File: src/rtl/riscv_ex_pkg.sv
// Shared types and encodings for the execute stage: mul/div FSM states,
// forwarding selects, funct3 codes and ALU operation codes.
package riscv_ex_pkg;

  typedef enum logic [1:0] {
    IDLE = 2'd0,
    BUSY = 2'd1,
    DONE = 2'd2
  } md_state_t;

  // bit1 (MEM) outranks bit0 (WB); 2'b11 therefore also selects MEM.
  typedef enum logic [1:0] {
    FWD_RF  = 2'b00,
    FWD_WB  = 2'b01,
    FWD_MEM = 2'b10
  } fwd_sel_t;

  localparam logic [2:0] F3_BEQ  = 3'b000;
  localparam logic [2:0] F3_BNE  = 3'b001;
  localparam logic [2:0] F3_BLT  = 3'b100;
  localparam logic [2:0] F3_BGE  = 3'b101;
  localparam logic [2:0] F3_BLTU = 3'b110;
  localparam logic [2:0] F3_BGEU = 3'b111;

  localparam logic [2:0] F3_MUL    = 3'b000;
  localparam logic [2:0] F3_MULH   = 3'b001;
  localparam logic [2:0] F3_MULHSU = 3'b010;
  localparam logic [2:0] F3_MULHU  = 3'b011;
  localparam logic [2:0] F3_DIV    = 3'b100;
  localparam logic [2:0] F3_DIVU   = 3'b101;
  localparam logic [2:0] F3_REM    = 3'b110;
  localparam logic [2:0] F3_REMU   = 3'b111;

  localparam int ALU_ADD   = 0;
  localparam int ALU_SUB   = 1;
  localparam int ALU_SLL   = 2;
  localparam int ALU_SLT   = 3;
  localparam int ALU_SLTU  = 4;
  localparam int ALU_XOR   = 5;
  localparam int ALU_SRL   = 6;
  localparam int ALU_SRA   = 7;
  localparam int ALU_OR    = 8;
  localparam int ALU_AND   = 9;
  localparam int ALU_PASSB = 10;

endpackage

File: src/rtl/alu.sv
// Combinational integer ALU used by the execute stage.
module alu
  import riscv_ex_pkg::*;
#(
  parameter int XLEN     = 32,
  parameter int ALU_OP_W = 5
) (
  input  logic [ALU_OP_W-1:0] i_op,
  input  logic [XLEN-1:0]     i_a,
  input  logic [XLEN-1:0]     i_b,
  output logic [XLEN-1:0]     o_y
);

  localparam int SH_W = $clog2(XLEN);

  logic [SH_W-1:0] w_shamt;

  assign w_shamt = i_b[SH_W-1:0];

  // Operation select; unknown codes yield zero
  always_comb begin
    o_y = '0;
    case (i_op)
      ALU_OP_W'(ALU_ADD):   o_y = i_a + i_b;
      ALU_OP_W'(ALU_SUB):   o_y = i_a - i_b;
      ALU_OP_W'(ALU_SLL):   o_y = i_a << w_shamt;
      ALU_OP_W'(ALU_SLT):   o_y = {{(XLEN-1){1'b0}}, $signed(i_a) < $signed(i_b)};
      ALU_OP_W'(ALU_SLTU):  o_y = {{(XLEN-1){1'b0}}, i_a < i_b};
      ALU_OP_W'(ALU_XOR):   o_y = i_a ^ i_b;
      ALU_OP_W'(ALU_SRL):   o_y = i_a >> w_shamt;
      ALU_OP_W'(ALU_SRA):   o_y = $signed(i_a) >>> w_shamt;
      ALU_OP_W'(ALU_OR):    o_y = i_a | i_b;
      ALU_OP_W'(ALU_AND):   o_y = i_a & i_b;
      ALU_OP_W'(ALU_PASSB): o_y = i_b;
      default:              o_y = '0;
    endcase
  end

endmodule

File: src/rtl/md_unit.sv
// Iterative radix-2 RV32M multiply/divide unit.
//
//   state | meaning
//   IDLE  | waiting for start; operands captured on start
//   BUSY  | one shift-add / shift-subtract step per cycle, XLEN steps
//   DONE  | r_result holds the signed-corrected answer for one cycle
//
// Divide-by-zero and signed overflow skip BUSY and go straight to DONE.
module md_unit
  import riscv_ex_pkg::*;
#(
  parameter int XLEN  = 32,
  parameter int CNT_W = $clog2(XLEN) + 1
) (
  input  logic            i_clk,
  input  logic            i_rst,
  input  logic            i_start,
  input  logic            i_flush,
  input  logic [2:0]      i_funct3,
  input  logic [XLEN-1:0] i_a,
  input  logic [XLEN-1:0] i_b,
  output logic            o_busy,
  output logic            o_done,
  output logic [XLEN-1:0] o_result
);

  localparam logic [CNT_W-1:0] LAST_CNT = CNT_W'(XLEN - 1);
  localparam logic [XLEN-1:0]  MOST_NEG = {1'b1, {(XLEN-1){1'b0}}};

  md_state_t           r_state;
  logic [CNT_W-1:0]    r_cnt;
  logic [2*XLEN-1:0]   r_acc;
  logic [XLEN-1:0]     r_opnd;
  logic [XLEN-1:0]     r_result;
  logic [2:0]          r_f3;
  logic                r_neg;
  logic                r_neg_rem;

  logic                w_a_signed;
  logic                w_b_signed;
  logic                w_a_neg;
  logic                w_b_neg;
  logic [XLEN-1:0]     w_a_abs;
  logic [XLEN-1:0]     w_b_abs;
  logic                w_is_div;
  logic                w_div_zero;
  logic                w_div_ovf;
  logic [XLEN-1:0]     w_special;
  logic [XLEN:0]       w_add;
  logic [XLEN:0]       w_sub;
  logic [2*XLEN-1:0]   w_acc_step;
  logic [2*XLEN-1:0]   w_prod;
  logic [XLEN-1:0]     w_quo;
  logic [XLEN-1:0]     w_rem;
  logic [XLEN-1:0]     w_fix;

  // Operand signedness per funct3; MUL takes the low half so it is treated as unsigned
  always_comb begin
    w_a_signed = 1'b0;
    w_b_signed = 1'b0;
    case (i_funct3)
      F3_MULH, F3_DIV, F3_REM: begin
        w_a_signed = 1'b1;
        w_b_signed = 1'b1;
      end
      F3_MULHSU: w_a_signed = 1'b1;
      default: ;
    endcase
  end

  assign w_a_neg    = w_a_signed & i_a[XLEN-1];
  assign w_b_neg    = w_b_signed & i_b[XLEN-1];
  assign w_a_abs    = w_a_neg ? -i_a : i_a;
  assign w_b_abs    = w_b_neg ? -i_b : i_b;
  assign w_is_div   = i_funct3[2];
  assign w_div_zero = w_is_div & (i_b == '0);
  assign w_div_ovf  = w_is_div & ~i_funct3[0] & (i_a == MOST_NEG) & (i_b == '1);

  // Short-circuit answers: x/0 -> all ones, x%0 -> x; MIN/-1 -> MIN, MIN%-1 -> 0
  always_comb begin
    w_special = i_a;
    if (w_div_zero) begin
      w_special = i_funct3[1] ? i_a : '1;
    end else if (i_funct3[1]) begin
      w_special = '0;
    end
  end

  // One iteration: multiply adds into the high half then shifts right;
  // divide shifts the remainder left and subtracts if it does not borrow
  always_comb begin
    w_add = {1'b0, r_acc[2*XLEN-1:XLEN]} + {1'b0, r_opnd};
    w_sub = r_acc[2*XLEN-1:XLEN-1] - {1'b0, r_opnd};
    if (r_f3[2]) begin
      if (w_sub[XLEN]) begin
        w_acc_step = {r_acc[2*XLEN-2:0], 1'b0};
      end else begin
        w_acc_step = {w_sub[XLEN-1:0], r_acc[XLEN-2:0], 1'b1};
      end
    end else if (r_acc[0]) begin
      w_acc_step = {w_add, r_acc[XLEN-1:1]};
    end else begin
      w_acc_step = {1'b0, r_acc[2*XLEN-1:1]};
    end
  end

  // Sign fix-up of the final iteration's value; remainder takes the dividend's sign
  always_comb begin
    w_prod = r_neg ? -w_acc_step : w_acc_step;
    w_quo  = r_neg ? -w_acc_step[XLEN-1:0] : w_acc_step[XLEN-1:0];
    w_rem  = r_neg_rem ? -w_acc_step[2*XLEN-1:XLEN] : w_acc_step[2*XLEN-1:XLEN];
    case (r_f3)
      F3_MUL:                       w_fix = w_prod[XLEN-1:0];
      F3_MULH, F3_MULHSU, F3_MULHU: w_fix = w_prod[2*XLEN-1:XLEN];
      F3_DIV, F3_DIVU:              w_fix = w_quo;
      default:                      w_fix = w_rem;
    endcase
  end

  // FSM, iteration counter, accumulator and result register
  always_ff @(posedge i_clk) begin
    if (i_rst) begin
      r_state   <= IDLE;
      r_cnt     <= '0;
      r_acc     <= '0;
      r_opnd    <= '0;
      r_result  <= '0;
      r_f3      <= '0;
      r_neg     <= 1'b0;
      r_neg_rem <= 1'b0;
    end else if (i_flush) begin
      r_state <= IDLE;
    end else begin
      case (r_state)
        IDLE: begin
          if (i_start) begin
            r_f3      <= i_funct3;
            r_neg     <= w_a_neg ^ w_b_neg;
            r_neg_rem <= w_a_neg;
            r_cnt     <= LAST_CNT;
            if (w_div_zero || w_div_ovf) begin
              r_result <= w_special;
              r_state  <= DONE;
            end else begin
              r_opnd  <= w_is_div ? w_b_abs : w_a_abs;
              r_acc   <= {{XLEN{1'b0}}, (w_is_div ? w_a_abs : w_b_abs)};
              r_state <= BUSY;
            end
          end
        end
        BUSY: begin
          r_acc <= w_acc_step;
          if (r_cnt == '0) begin
            r_result <= w_fix;
            r_state  <= DONE;
          end else begin
            r_cnt <= r_cnt - CNT_W'(1);
          end
        end
        DONE:    r_state <= IDLE;
        default: r_state <= IDLE;
      endcase
    end
  end

  assign o_busy   = ((r_state == IDLE) && i_start) || (r_state == BUSY);
  assign o_done   = (r_state == DONE);
  assign o_result = r_result;

endmodule

File: src/rtl/exec_stage_md.sv
// Execute stage: forwarding, ALU, branch resolution and the iterative
// mul/div unit, which stalls the pipeline while it works.
module exec_stage_md
  import riscv_ex_pkg::*;
#(
  parameter int XLEN     = 32,
  parameter int ALU_OP_W = 5,
  parameter int CNT_W    = $clog2(XLEN) + 1
) (
  input  logic                i_clk,
  input  logic                i_rst,
  input  logic                i_valid_in,
  input  logic                i_flush,
  input  logic [XLEN-1:0]     i_pc,
  input  logic [XLEN-1:0]     i_pc_plus4,
  input  logic [2:0]          i_funct3,
  input  logic                i_branch,
  input  logic                i_jump,
  input  logic                i_md_op,
  input  logic [1:0]          i_alu_src_b_sel,
  input  logic [ALU_OP_W-1:0] i_alu_op,
  input  logic [XLEN-1:0]     i_rs1_data,
  input  logic [XLEN-1:0]     i_rs2_data,
  input  logic [XLEN-1:0]     i_imm,
  input  logic [1:0]          i_fwd_a,
  input  logic [1:0]          i_fwd_b,
  input  logic [XLEN-1:0]     i_fwd_mem_data,
  input  logic [XLEN-1:0]     i_fwd_wb_data,
  output logic                o_stall,
  output logic                o_valid_out,
  output logic                o_pc_next_sel,
  output logic [XLEN-1:0]     o_branch_jump_addr,
  output logic [XLEN-1:0]     o_result,
  output logic [XLEN-1:0]     o_write_data
);

  logic [XLEN-1:0] w_op_a;
  logic [XLEN-1:0] w_op_b_raw;
  logic [XLEN-1:0] w_op_b;
  logic [XLEN-1:0] w_alu_result;
  logic            w_cond;
  logic            w_md_start;
  logic            w_md_busy;
  logic            w_md_done;
  logic [XLEN-1:0] w_md_result;

  // Operand forwarding (MEM outranks WB) and ALU B-operand selection
  always_comb begin
    w_op_a     = i_fwd_a[1] ? i_fwd_mem_data : (i_fwd_a[0] ? i_fwd_wb_data : i_rs1_data);
    w_op_b_raw = i_fwd_b[1] ? i_fwd_mem_data : (i_fwd_b[0] ? i_fwd_wb_data : i_rs2_data);
    w_op_b     = i_alu_src_b_sel[1] ? i_pc_plus4 : (i_alu_src_b_sel[0] ? i_imm : w_op_b_raw);
  end

  // Branch condition on forwarded data; reserved funct3 values never take
  always_comb begin
    w_cond = 1'b0;
    case (i_funct3)
      F3_BEQ:  w_cond = (w_op_a == w_op_b_raw);
      F3_BNE:  w_cond = (w_op_a != w_op_b_raw);
      F3_BLT:  w_cond = ($signed(w_op_a) <  $signed(w_op_b_raw));
      F3_BGE:  w_cond = ($signed(w_op_a) >= $signed(w_op_b_raw));
      F3_BLTU: w_cond = (w_op_a <  w_op_b_raw);
      F3_BGEU: w_cond = (w_op_a >= w_op_b_raw);
      default: w_cond = 1'b0;
    endcase
  end

  alu #(
    .XLEN     (XLEN),
    .ALU_OP_W (ALU_OP_W)
  ) u_alu (
    .i_op (i_alu_op),
    .i_a  (w_op_a),
    .i_b  (w_op_b),
    .o_y  (w_alu_result)
  );

  assign w_md_start = i_valid_in & i_md_op & ~i_flush & ~i_rst;

  md_unit #(
    .XLEN  (XLEN),
    .CNT_W (CNT_W)
  ) u_md (
    .i_clk    (i_clk),
    .i_rst    (i_rst),
    .i_start  (w_md_start),
    .i_flush  (i_flush),
    .i_funct3 (i_funct3),
    .i_a      (w_op_a),
    .i_b      (w_op_b_raw),
    .o_busy   (w_md_busy),
    .o_done   (w_md_done),
    .o_result (w_md_result)
  );

  // Flush/reset drop the stall immediately so the killed slot can be refilled
  assign o_stall            = w_md_busy & ~i_flush & ~i_rst;
  assign o_valid_out        = i_valid_in & ~i_flush & ~o_stall & ~i_rst;
  assign o_pc_next_sel      = i_valid_in & ~i_flush & ~i_rst & ~i_md_op & ~o_stall &
                              (i_jump | (i_branch & w_cond));
  assign o_branch_jump_addr = i_pc + i_imm;
  assign o_result           = w_md_done ? w_md_result : w_alu_result;
  assign o_write_data       = w_op_b_raw;

endmodule
File: config.mk
export PLATFORM = sky130hd
export DESIGN_NAME = exec_stage_md
export DESIGN_NICKNAME = d
export VERILOG_FILES = /design/src/rtl/riscv_ex_pkg.sv /design/src/rtl/alu.sv /design/src/rtl/md_unit.sv /design/src/rtl/exec_stage_md.sv
export SDC_FILE = /design/constraint.sdc
export NUM_CORES = 2
export LEC_CHECK = 0
export CORE_ASPECT_RATIO = 1.4
export CORE_MARGIN = 2
export CORE_UTILIZATION = 52
export DETAILED_ROUTE_END_ITERATION = 10
export MAX_ROUTING_LAYER = met4
export PLACE_DENSITY = 0.73
export SLEW_MARGIN = 10
export SYNTH_ARGS = -nofsm -noshare
export SYNTH_HDL_FRONTEND = slang
export SYNTH_SLANG_ARGS = --single-unit
File: constraint.sdc
create_clock -name i_clk -period 12.7 [get_ports i_clk]
set_input_delay 2.54 -clock i_clk [delete_from_list [all_inputs] [get_ports i_clk]]
set_output_delay 2.54 -clock i_clk [all_outputs]
set_load 0.01 [all_outputs]
[Yosys cells after proc, flatten, opt, wreduce, memory -nomap -nowiden]
Index checks and enable logic that the tools add are counted.
Operators by class
  add/subtract/negate cells: 11
  $lt $le $gt $ge: 6
  eq/ne operators: 32
  shift operators: 3
  mux-type cells: 39
  bitwise gates (word level): 30
  reduce and logical (&&, ||, !) cells: 21
Operators with widths (count)
  32-bit 2-to-1 mux: 19
  64-bit 2-to-1 mux: 6
  32-bit case mux with 11 select lines: 1
  32-bit < comparator: 4
  32-bit negation: 4
  64-bit case mux with 2 select lines: 1
  32-bit case mux with 3 select lines: 1
  32-bit adder: 2
  32-bit equality test, second input constant: 2
  32-bit >= comparator: 2
  64-bit negation: 1
  32-bit case mux with 2 select lines: 1
  32-bit by 32-bit adder with 33-bit output: 1
  33-bit by 32-bit subtractor with 33-bit output: 1
  32-bit bitwise AND: 1
  32-bit equality test: 1
  32-bit zero test: 1
  32-bit != test: 1
  32-bit OR: 1
  32-bit by 5-bit left shift with 32-bit output: 1
  32-bit by 5-bit right shift with 32-bit output: 1
  32-bit by 5-bit >>> shifter with 32-bit output: 1
  32-bit subtractor: 1
  32-bit XOR: 1
  other kinds (36): 86
Word-level totals
  register bits after elaboration: 141
  bits of input ports: 245
  output and inout port bits: 99
  logic and storage cells: 150

[Longest topological paths before layout]
  word-level depth: 10
  depth in mapped cells: 27
  mapped depth without buffers: 25

[Cells and area by module]
From an unflattened synthesis, not the netlist that was laid out.
Second synthesis, totals
  cells, all modules: 4419
  area total of the unflattened synthesis: 30065.1 um^2
Modules (own cells, without submodules)
  md_unit: times used 1, cells an instance 2348, area an instance 16479.6 um^2, seq. area each 2822.7 um^2
  alu: times used 1, cells an instance 1343, area an instance 8730.9 um^2, seq. area each 0.0 um^2
  exec_stage_md: times used 1, cells an instance 728, area an instance 4854.7 um^2, seq. area each 0.0 um^2

[Worst setup path after synthesis]
No wires, ideal clock.
  kind: input to output
  start: input i_fwd_b[0]
  end: output o_result[0]
  arrival time: 8.054 ns
  required time: 10.160 ns
  setup slack: 2.106 ns
  cell stages on the path: 25
  path buffers: 5
  cells stage by stage: clkbuf_1 buf_2 buf_2 mux2_2 mux2i_1 o21ai_0 mux2i_1 clkinv_1 clkbuf_1 buf_1 ha_1 fa_1 o21ba_2 o21bai_1 a21o_1 a21oi_1 a21o_1 a31oi_1 a211o_1 a21o_1 a41oi_1 o41ai_1 a21oi_1 a2111oi_0 o21ai_0
On the way
  cells in the longest elaborated chain, start to end: 7
  elaborated cells on any way between the ends: 16
  classes of those cells: add/sub: 2; order compare: 2; shift: 3; mux: 6; bitwise: 3
Ends and longest elaborated chain
  start: declaration: RTL line exec_stage_md.sv:26  | input logic [1:0] i_fwd_b,
  32-bit 2-to-1 mux (*) (2 in series): RTL line exec_stage_md.sv:50  | w_op_b_raw = i_fwd_b[1] ? i_fwd_mem_data : (i_fwd_b[0] ? i_fwd_wb_data : i_rs2_data);
  32-bit 2-to-1 mux (*) (2 in series): RTL line exec_stage_md.sv:51  | w_op_b = i_alu_src_b_sel[1] ? i_pc_plus4 : (i_alu_src_b_sel[0] ? i_imm : w_op_b_raw);
  32-bit subtractor, or another cell as far along: RTL line alu.sv:25  | ALU_OP_W'(ALU_SUB): o_y = i_a - i_b;
  32-bit case mux with 11 select lines (*): RTL line alu.sv:23  | case (i_op)
  32-bit 2-to-1 mux (*): RTL line exec_stage_md.sv:102  | assign o_result = w_md_done ? w_md_result : w_alu_result;
  end: declaration: RTL line exec_stage_md.sv:33  | output logic [XLEN-1:0] o_result,
Every way passes the cells marked *; elsewhere a longest branch is shown, timed or not.

[Final worst setup path]
  start: input i_fwd_wb_data[0]
  end: output o_result[0]
On the way
  cells in the longest elaborated chain, start to end: 7
  elaborated cells on any way between the ends: 18
  classes of those cells: add/sub: 2; order compare: 2; shift: 3; mux: 8; bitwise: 3
Ends and longest elaborated chain
  start: declaration: RTL line exec_stage_md.sv:28  | input logic [XLEN-1:0] i_fwd_wb_data,
  32-bit 2-to-1 mux (2 in series): RTL line exec_stage_md.sv:50
  32-bit 2-to-1 mux (2 in series): RTL line exec_stage_md.sv:51
  32-bit subtractor, or another cell as far along: RTL line alu.sv:25
  32-bit case mux with 11 select lines (*): RTL line alu.sv:23
  32-bit 2-to-1 mux (*): RTL line exec_stage_md.sv:102
Marked as above.

==> results.md <==
* Outcome: complete, no violations
* Type of the worst setup path: in2out
* TritonCTS clock tree: done
* Setup Skew at 0.0148 ns
* Required @ worst endpoint at ~10 ns
* Part of the power in the clock network at 0.205
* Root Driver: clkbuf_16
* Fmax at between 80 and 90 MHz
* Layout area overhead at 16.5%
* RSZ-0062 raised after global routing: no
* CP max FO at 7
* Peak supply drop at between 0.08 and 0.09 mV
* Combinational power share at 0.622
* Slew Limit Headroom at 0.161
* Reg power frac at 0.173
* GR Overflow Total at 0
* CTS Buf Count at 17
* Sequential fraction of the synthesis area at 0.100
* Final Hold Viols at 0
* Antenna Nets Post-Route at 0
* CP arrival at 9.19 ns
* Hold slack at 0.490 ns
* LEAKAGE at approximately 13 nW
* H-tree depth at 4
* Max-Cap Viols at 0
* Final Net Count at slightly below 5000
* Die span in y at 280 um
* Number of global-route vias before repair at 35500
* Drt total wl at between 150000 and 200000 um
* PostCTS Resize Cnt at 0
* Pwr/cell area at between 80 and 90 nW/um2
* DRT Pass-1 Iters at 6
* Setup tns final at 0 ns
* Syn Nets at around 4700
* Fin. max-slew vios at 0
* Initial antenna violation count at 11
* Port Buffers at 343
* Fin crit period at between 10 and 15 ns
* Syn_area_per_cell at roughly 6.7 um2
* Share of cells above drive strength 1 at 0.0578
* Synth Flop Type: dfxtp_1
* Num rows at slightly above 100
* Residual DRC at 0
* Number of flops mapped to enable cells by yosys at 0
* P_sw at roughly 1.3 mW
* Vias per cell at slightly above 7
* Slew @ Worst Pin at roughly 1.3 ns
* Synth unique cells at around 110
* Mapped cell area at about 28000 um2
* Endpoints failing setup at 0
* Post-CTS setup buffer count at 0
* Largest net degree at the start of global routing at a little over 80
* DP HPWL at ~120000 um
* Hold buffer count at CTS at 0
* Area leader, netlist: ha_1
* IO Pins at 344
* Clock sinks at approximately 140
* Core area at 54000 um2
* Number of synthesized register bits at around 140
* Routed vias at approximately 36000
* Startpoint types: input port
* Die footprint at around 56000 um2
* CP Capture Type: output pin
* Internal Pwr Total at approximately 1.3 mW
* DRT iter0 DRCs at between 4000 and 5000
* Syn Inst Count at 4216
* FFs w/ async S/R, synth at 0
* Max clock buf depth at 2
* Routed len/inst at between 20 and 30 um
* Yosys warns at 0
* Total track usage at 0.541
* Skew-Pair Late Insertion Delay at 0.46 ns
* Synth top area cells: ha_1, dfxtp_1, a21oi_1, mux2i_1, nor2_1
* Switching share of total power at 0.503
* Hold crit path type: reg2reg
* Yosys top cell area share at 0.102
* Worst-path clk slew at 0.06 ns
* Global-route wire length before repair at around 220000 um
* Die Span X at between 200 and 250 um
* Routability cong. at 1.14
* Period utilization at 0.924
* Starting density of the core at 0.523
## Yosys cell counts (all sizes together), types with 24 or more instances
library cell,n
o31ai,38
a22oi,30
xor2,49
nor2b,27
and3,33
clkbuf,215
nand2b,33
a22o,31
inv,212
dfxtp,141
xnor2,177
nor4,27
mux2i,177
a31oi,47
nor3,131
a21oi,421
a211oi,90
nand4,25
and2,24
nand2,420
a21o,80
nand3,87
o21ai,336
o21a,66
o221ai,30
o211ai,79
maj3,27
or3,27
o22ai,31
ha,230
buf,79
nor2,460
a221oi,53
## registers in the layout, summed over array words and instances, names as in the netlist
name	flops
u_md.r_acc	64
u_md.o_result	32
u_md.r_opnd	32
u_md.r_cnt	6
u_md.r_f3	3
u_md.r_state	2
u_md.r_neg	1
u_md.r_neg_rem	1
## stage by stage
step	std cells	cell area (um2)	util	setup slack [ns]	total power, mW
after floorplan	4216	28200	-	2.11	1.40
final	5131	32800	0.608	0.969	2.65
after CTS	5118	32800	0.607	1.35	2.55
after detailed placement	5086	32200	0.596	1.38	2.01
after global placement	5086	32200	0.596	1.50	2.01
after global routing	5128	32800	0.608	0.767	2.73
## final timing paths
check	startpoint	endpoint	slack, ns	depth (start not counted)
max reg2reg	u_md.r_acc[31]	u_md.o_result[30]	4.03	24
min reg2reg	u_md.o_result[5]	u_md.o_result[5]	0.49	2
min	u_md.o_result[5]	u_md.o_result[5]	0.49	2
max	i_fwd_wb_data[0]	o_result[0]	0.97	22
## power by group through the flow
stage / clock, mW / sequential [mW] / combinational [mW]
4_1_cts: 0.540 / 0.457 / 1.55
3_3_place_gp: 0 / 0.467 / 1.54
3_5_place_dp: 0 / 0.468 / 1.54
2_1_floorplan: 0 / 0.464 / 0.937
5_1_grt: 0.558 / 0.459 / 1.72
6_report: 0.544 / 0.458 / 1.65
## cell type report
| class | instances | area, um2 |
|---|---|---|
| Multi-Input combinational cell | 3567 | 23500 |
| Fill cell | 5100 | 21100 |
| Timing Repair Buffer | 444 | 4160 |
| Sequential cell | 141 | 2830 |
| Tap cell | 721 | 902 |
| Inverter | 214 | 803 |
| Clock buffer | 17 | 425 |
| Clock inverter | 15 | 193 |
| Antenna cell | 12 | 30.0 |
## logic make-up (layout without fill, tap and decap cells)
group           count (synthesis)  after routing  synth area share
compound gates               1526           1526             0.353
simple gates                 1354           1354             0.219
buf+inv                       508            690            0.0703
fa+ha+maj                     262            262             0.115
xor+xnor                      226            226            0.0702
mux                           199            199            0.0720
flops                         141            141             0.100
other cells                     0             12                 0
## routing by layer
layer,track usage,part of all wire
met1,0.511,0.33
met2,0.844,0.44
met5,-,0
met4,0.591,0.13
met3,0.162,0.10
## cell usage in the layout, fill, tap and decap left out, types with 21 or more instances in the layout
| cell | n |
|---|---|
| nor4_1 | 21 |
| a31oi_1 | 46 |
| o31ai_1 | 37 |
| o21a_1 | 64 |
| a211oi_1 | 86 |
| nand2b_1 | 32 |
| maj3_1 | 27 |
| a22o_1 | 31 |
| inv_1 | 206 |
| nor2_1 | 455 |
| xnor2_1 | 177 |
| a221oi_1 | 53 |
| and3_1 | 33 |
| dfxtp_1 | 139 |
| o211ai_1 | 78 |
| nand4_1 | 24 |
| clkdlybuf4s50_1 | 334 |
| mux2i_1 | 174 |
| nand3_1 | 87 |
| and2_1 | 24 |
| or3_1 | 26 |
| nor3_1 | 124 |
| o21ai_0 | 318 |
| nor2b_1 | 25 |
| o22ai_1 | 30 |
| buf_4 | 102 |
| a21oi_1 | 417 |
| a21o_1 | 80 |
| ha_1 | 230 |
| o221ai_1 | 29 |
| mux2_2 | 21 |
| a22oi_1 | 30 |
| xor2_1 | 49 |
| nand2_1 | 418 |
## critical path, stage by stage
cell	delay [ns]
clkdlybuf4s50_1	0.43
mux2_2	0.27
mux2i_1	0.37
o21ai_0	0.22
mux2i_4	0.57
clkinv_1	0.26
ha_1	0.27
fa_1	0.38
o21ba_2	0.20
o21bai_1	0.18
a21o_1	0.14
a21oi_1	0.17
a21o_1	0.26
a31oi_1	0.24
a211o_1	0.21
a21o_1	0.17
a41oi_1	0.23
o41ai_1	0.70
a21oi_1	0.23
a2111oi_0	0.48
o21ai_0	0.13
clkdlybuf4s50_1	0.49
Power figures use the tool's default switching activity.
